<file path="src/rtl/conv1_window.sv">
// 3x3 sliding-window generator over a raster pixel stream, two line buffers, valid-only windows.
// Optional start-of-frame input enabled by defining CONV1_WINDOW_SOF_EN.
module conv1_window #(
   parameter int IMG_W  = 28,
   parameter int IMG_H  = 28,
   parameter int DATA_W = 32
) (
   input  logic              clk,
   input  logic              rst_n,
`ifdef CONV1_WINDOW_SOF_EN
   input  logic              sof,
`endif
   input  logic              in_valid,
   input  logic [DATA_W-1:0] in_data,
   output logic              win_valid,
   output logic [DATA_W-1:0] data_out [0:8],
   output logic              frame_done
);

   localparam int CW = $clog2(IMG_W);
   localparam int RW = $clog2(IMG_H);
   localparam logic [CW-1:0] COL_LAST = CW'(IMG_W - 1);
   localparam logic [RW-1:0] ROW_LAST = RW'(IMG_H - 1);

   logic [DATA_W-1:0] lb0 [IMG_W];
   logic [DATA_W-1:0] lb1 [IMG_W];

   logic [CW-1:0]     col, col_eff, col_nxt;
   logic [RW-1:0]     row, row_eff, row_nxt;
   logic              col_last, row_last, qualify;
   logic [DATA_W-1:0] top_px, mid_px;

   // A start-of-frame pixel overrides the counters so it is always treated as (0,0)
   always_comb begin
      col_eff = col;
      row_eff = row;
`ifdef CONV1_WINDOW_SOF_EN
      if (sof) begin
         col_eff = '0;
         row_eff = '0;
      end
`endif
   end

   always_comb begin
      col_last = (col_eff == COL_LAST);
      row_last = (row_eff == ROW_LAST);
      col_nxt  = col_last ? '0 : col_eff + 1'b1;
      row_nxt  = row_eff;
      if (col_last)
         row_nxt = row_last ? '0 : row_eff + 1'b1;
      qualify  = (row_eff >= RW'(2)) && (col_eff >= CW'(2));
      top_px   = lb0[col_eff];
      mid_px   = lb1[col_eff];
   end

   // Line-buffer storage is left unreset; row/col qualification masks stale data
   always_ff @(posedge clk) begin
      if (in_valid) begin
         lb0[col_eff] <= mid_px;
         lb1[col_eff] <= in_data;
      end
   end

   always_ff @(posedge clk or negedge rst_n) begin
      if (!rst_n) begin
         col <= '0;
         row <= '0;
      end else if (in_valid) begin
         col <= col_nxt;
         row <= row_nxt;
      end
   end

   always_ff @(posedge clk or negedge rst_n) begin
      if (!rst_n) begin
         win_valid  <= 1'b0;
         frame_done <= 1'b0;
         for (int i = 0; i < 9; i++)
            data_out[i] <= '0;
      end else begin
         win_valid  <= in_valid && qualify;
         frame_done <= in_valid && qualify && col_last && row_last;
         if (in_valid) begin
            for (int r = 0; r < 3; r++) begin
               data_out[r*3]   <= data_out[r*3+1];
               data_out[r*3+1] <= data_out[r*3+2];
            end
            data_out[2] <= top_px;
            data_out[5] <= mid_px;
            data_out[8] <= in_data;
         end
      end
   end

endmodule

</file>
<file path="config.mk">
export PLATFORM = sky130hd
export DESIGN_NAME = conv1_window
export DESIGN_NICKNAME = d
export VERILOG_FILES = /design/src/rtl/conv1_window.sv
export SDC_FILE = /design/constraint.sdc
export NUM_CORES = 2
export LEC_CHECK = 0
export BUFFER_PORTS_ARGS = -buffer_cell sky130_fd_sc_hd__buf_2
export CAP_MARGIN = 20
export CELL_PAD_IN_SITES_DETAIL_PLACEMENT = 2
export CELL_PAD_IN_SITES_GLOBAL_PLACEMENT = 2
export CORE_ASPECT_RATIO = 0.8
export CORE_UTILIZATION = 50
export CTS_BUF_LIST = sky130_fd_sc_hd__clkbuf_8
export DETAILED_ROUTE_END_ITERATION = 10
export PLACE_DENSITY = 0.84
export SKIP_CTS_REPAIR_TIMING = 1
export SYNTH_ARGS = -nofsm -noshare
export SYNTH_HDL_FRONTEND = slang
export SYNTH_SLANG_ARGS = --single-unit
</file>
<file path="constraint.sdc">
create_clock -name clk -period 9.05 [get_ports clk]
set_input_delay 0.4525 -clock clk [delete_from_list [all_inputs] [get_ports clk]]
set_output_delay 0.4525 -clock clk [all_outputs]
set_load 0.005 [all_outputs]
</file>
==> run metrics <==
drt total wl=362.5 mm; DR pass1 iterations=6; most frequent cell after synthesis=edfxtp_1; antenna violations before repair=27; total track usage=41.05%; outcome=complete, no violations; synthesis warning total=0; Die ar.=0.1594 sq mm; global-route wire length before repair=443.2 mm; sequential share of the synthesized area=slightly below 80%; CP max FO=123; via count=50741; Slew headroom=5.962%; GR Overflow Total=0; largest net degree at the start of global routing=140; Die X-Extent=446.2 um; HP Class=primary input to asynchronous set/reset pin; Critical Path Start Type=register; Max VDD drop=209.2 uV; critical path arrival=between 5 and 6 ns; CTS root buffer=clkbuf_8; Final Hold Vio Count=0; FF-to-FF End=lb0[26][29]$_DFFE_PP_; CTS tree=done; Syn Std Cell Area=0.07892 sq mm; Clock H-tree levels=5; later-pin clock latency in the skew report=between 1 and 1.5 ns; Final min period=5.443 ns; Tot Pwr=32370 uW; leakage power=0.03114 uW; TNS Setup=0 ns; WS Path Type=register to register; Num CTS Buffers=334; Final Max Tran Viols=0; Sink Count=about 2100; Post-synth EDFFs=1792; reg2reg setup slack=~3.6 ns; top-area cell type share of the netlist area=about two thirds; CTS Buffer Depth=4; Worst Setup End Kind=register; unrepaired setup endpoints after global routing=no; syn nets=3896; Top FF cell, synth=edfxtp_1; layout cells sized above 1=30.99%; final net count=4499; max cap viols=0; Setup-failing EPs final=0; Netlist cell types=51; Buffers on Ports=324; clock slew at reported path FFs=0.07 ns; DIE HEIGHT=357.4 um; top cells by area, synth=edfxtp_1, dfrtp_1, mux4_2; filler cell count=~13000; WL per Instance=between 50 and 60 um; worst reg2reg path depth=6; worst r2r src=col[1]$_DFFE_PN0P_; Boundary Pins=325; P per Cell Area=358.0 mW/mm^2; async set or reset register ratio after synthesis=14.34%; Avg Inst Size Synth=approximately 20 sq um; post-synthesis register bit count=2092; WP data required=9.54 ns; post-route ant nets=0; initial core utilization=50.33%; Achievable Freq=183.7 MHz; site row count=130; vias in the first global route=50786; post-layout util=between 50 and 60%; Post-synth top cells=edfxtp_1, mux2i_1, dfrtp_1, mux4_2, mux2_2; Syn Inst Count=between 3000 and 4000; Detailed Place HPWL=172.4 mm; First DRT Iteration DRCs=9366; Synth area leader=edfxtp_1; Floorplan Core Area=around 0.16 sq mm; DR vias/cell=7.430; Area growth syn-to-layout=14.60%; Final period util=60.14%; DRC=0; RD Place Congestion=just under 0.8; Slew @ Worst Pin=1.407 ns; Setup Skew=0.1003 ns
==> through the flow <==
stage               cells  cell area, sq um  setup slack (ns)  hold WS [ns]
global placement     6174             83150             4.308        0.4838
global route         6824             90430             3.729      0.007999
CTS                  6766             89590             3.534       -0.5688
floorplan            3855             78920             2.670        0.1569
finish               6829             90440             3.607      0.005526
detailed placement   6180             83280             3.761        0.4912
==> final cells by class <==
| type | instances | area [sq um] | share of cell area, % |
|---|---|---|---|
| Clock buffer | 387 | 5326 | 5.889 |
| Clock inverter | 199 | 983.4 | 1.087 |
| Tap cell | 2112 | 2643 | 2.922 |
| Timing Repair Buffer | 481 | 3322 | 3.673 |
| Sequential cell | 2092 | 61330 | 67.81 |
| Antenna cell | 9 | 22.52 | 0.02490 |
| Inverter | 6 | 25.02 | 0.02767 |
| Multi-Input combinational cell | 1543 | 16790 | 18.56 |
==> report_power, final <==
group	internal, uW	total [uW]	switching [uW]
Sequential	13000	14100	1100
Combinational	2690	9270	6580
Clock	4080	8970	4890
==> registers in the layout (all words and copies together), names as in the netlist <==
signal and flops:
frame_done 1, row 5, col 5, win_valid 1
data_out 288, lb1 896, lb0 896
==> worst max-delay path by stage <==
stage                             from                        end  depth (start not counted)
floorplan                     in_valid       lb0[26][0]$_DFFE_PP_                          5
CTS                 col[1]$_DFFE_PN0P_       lb0[9][30]$_DFFE_PP_                          6
global route        col[1]$_DFFE_PN0P_  data_out[207]$_DFFE_PN0P_                          7
finish              col[1]$_DFFE_PN0P_      lb0[26][29]$_DFFE_PP_                          6
global placement    col[1]$_DFFE_PN0P_  data_out[122]$_DFFE_PN0P_                          6
detailed placement  col[1]$_DFFE_PN0P_       lb0[5][11]$_DFFE_PP_                          6
==> critical path: stages (launching register included) <==
cell and delay, ns:
dfrtp_4 1.06, buf_12 0.64, buf_12 0.57, mux2i_1 0.39, o22ai_1 0.16, nor4_1 0.65, nand2_1 1.00
==> per-layer routing <==
metal / global-route usage, % / vias to the layer above / wire length (um)
met5: 0 / - / 194
met3: 10.17 / 1635 / 47540
met2: 65.09 / 5643 / 166500
met4: 21.86 / 26 / 26640
li1: - / 17043 / -
met1: 52.69 / 26394 / 121700
==> kinds of logic (layout without fill, tap and decap cells) <==
logic type / Yosys count / after routing / synth area share, %
muxes: 873 / 873 / 15.62
and+or+nand+nor: 239 / 239 / 1.436
DFF: 2092 / 2092 / 77.70
adders and majority gates: 6 / 6 / 0.09512
other: 0 / 9 / 0
buffers and inverters: 220 / 1073 / 1.378
xor gates and xnor gates: 1 / 1 / 0.01110
AOI/OAI and AO/OA: 424 / 424 / 3.762
==> layout by cell type (no fill, tap or decap), types with 15 or more instances in the layout <==
master,synthesis,final
edfxtp_1,1792,1792
clkbuf_8,0,387
mux2i_1,362,362
buf_2,89,322
dfrtp_1,300,295
mux4_2,262,262
mux2_2,249,249
o22ai_1,160,160
inv_1,6,122
a22oi_1,98,98
buf_4,14,94
nor2_1,91,66
nand2_1,43,41
a211oi_1,37,37
clkinv_2,0,36
a41oi_1,34,34
dlygate4sd3_1,0,33
clkinv_1,0,31
nand3_1,38,29
nor2_4,0,25
o21ai_0,20,20
a21oi_1,19,19
nor3_1,19,15
a31oi_1,15,15
Note: power is estimated with default switching activity, not from simulation.
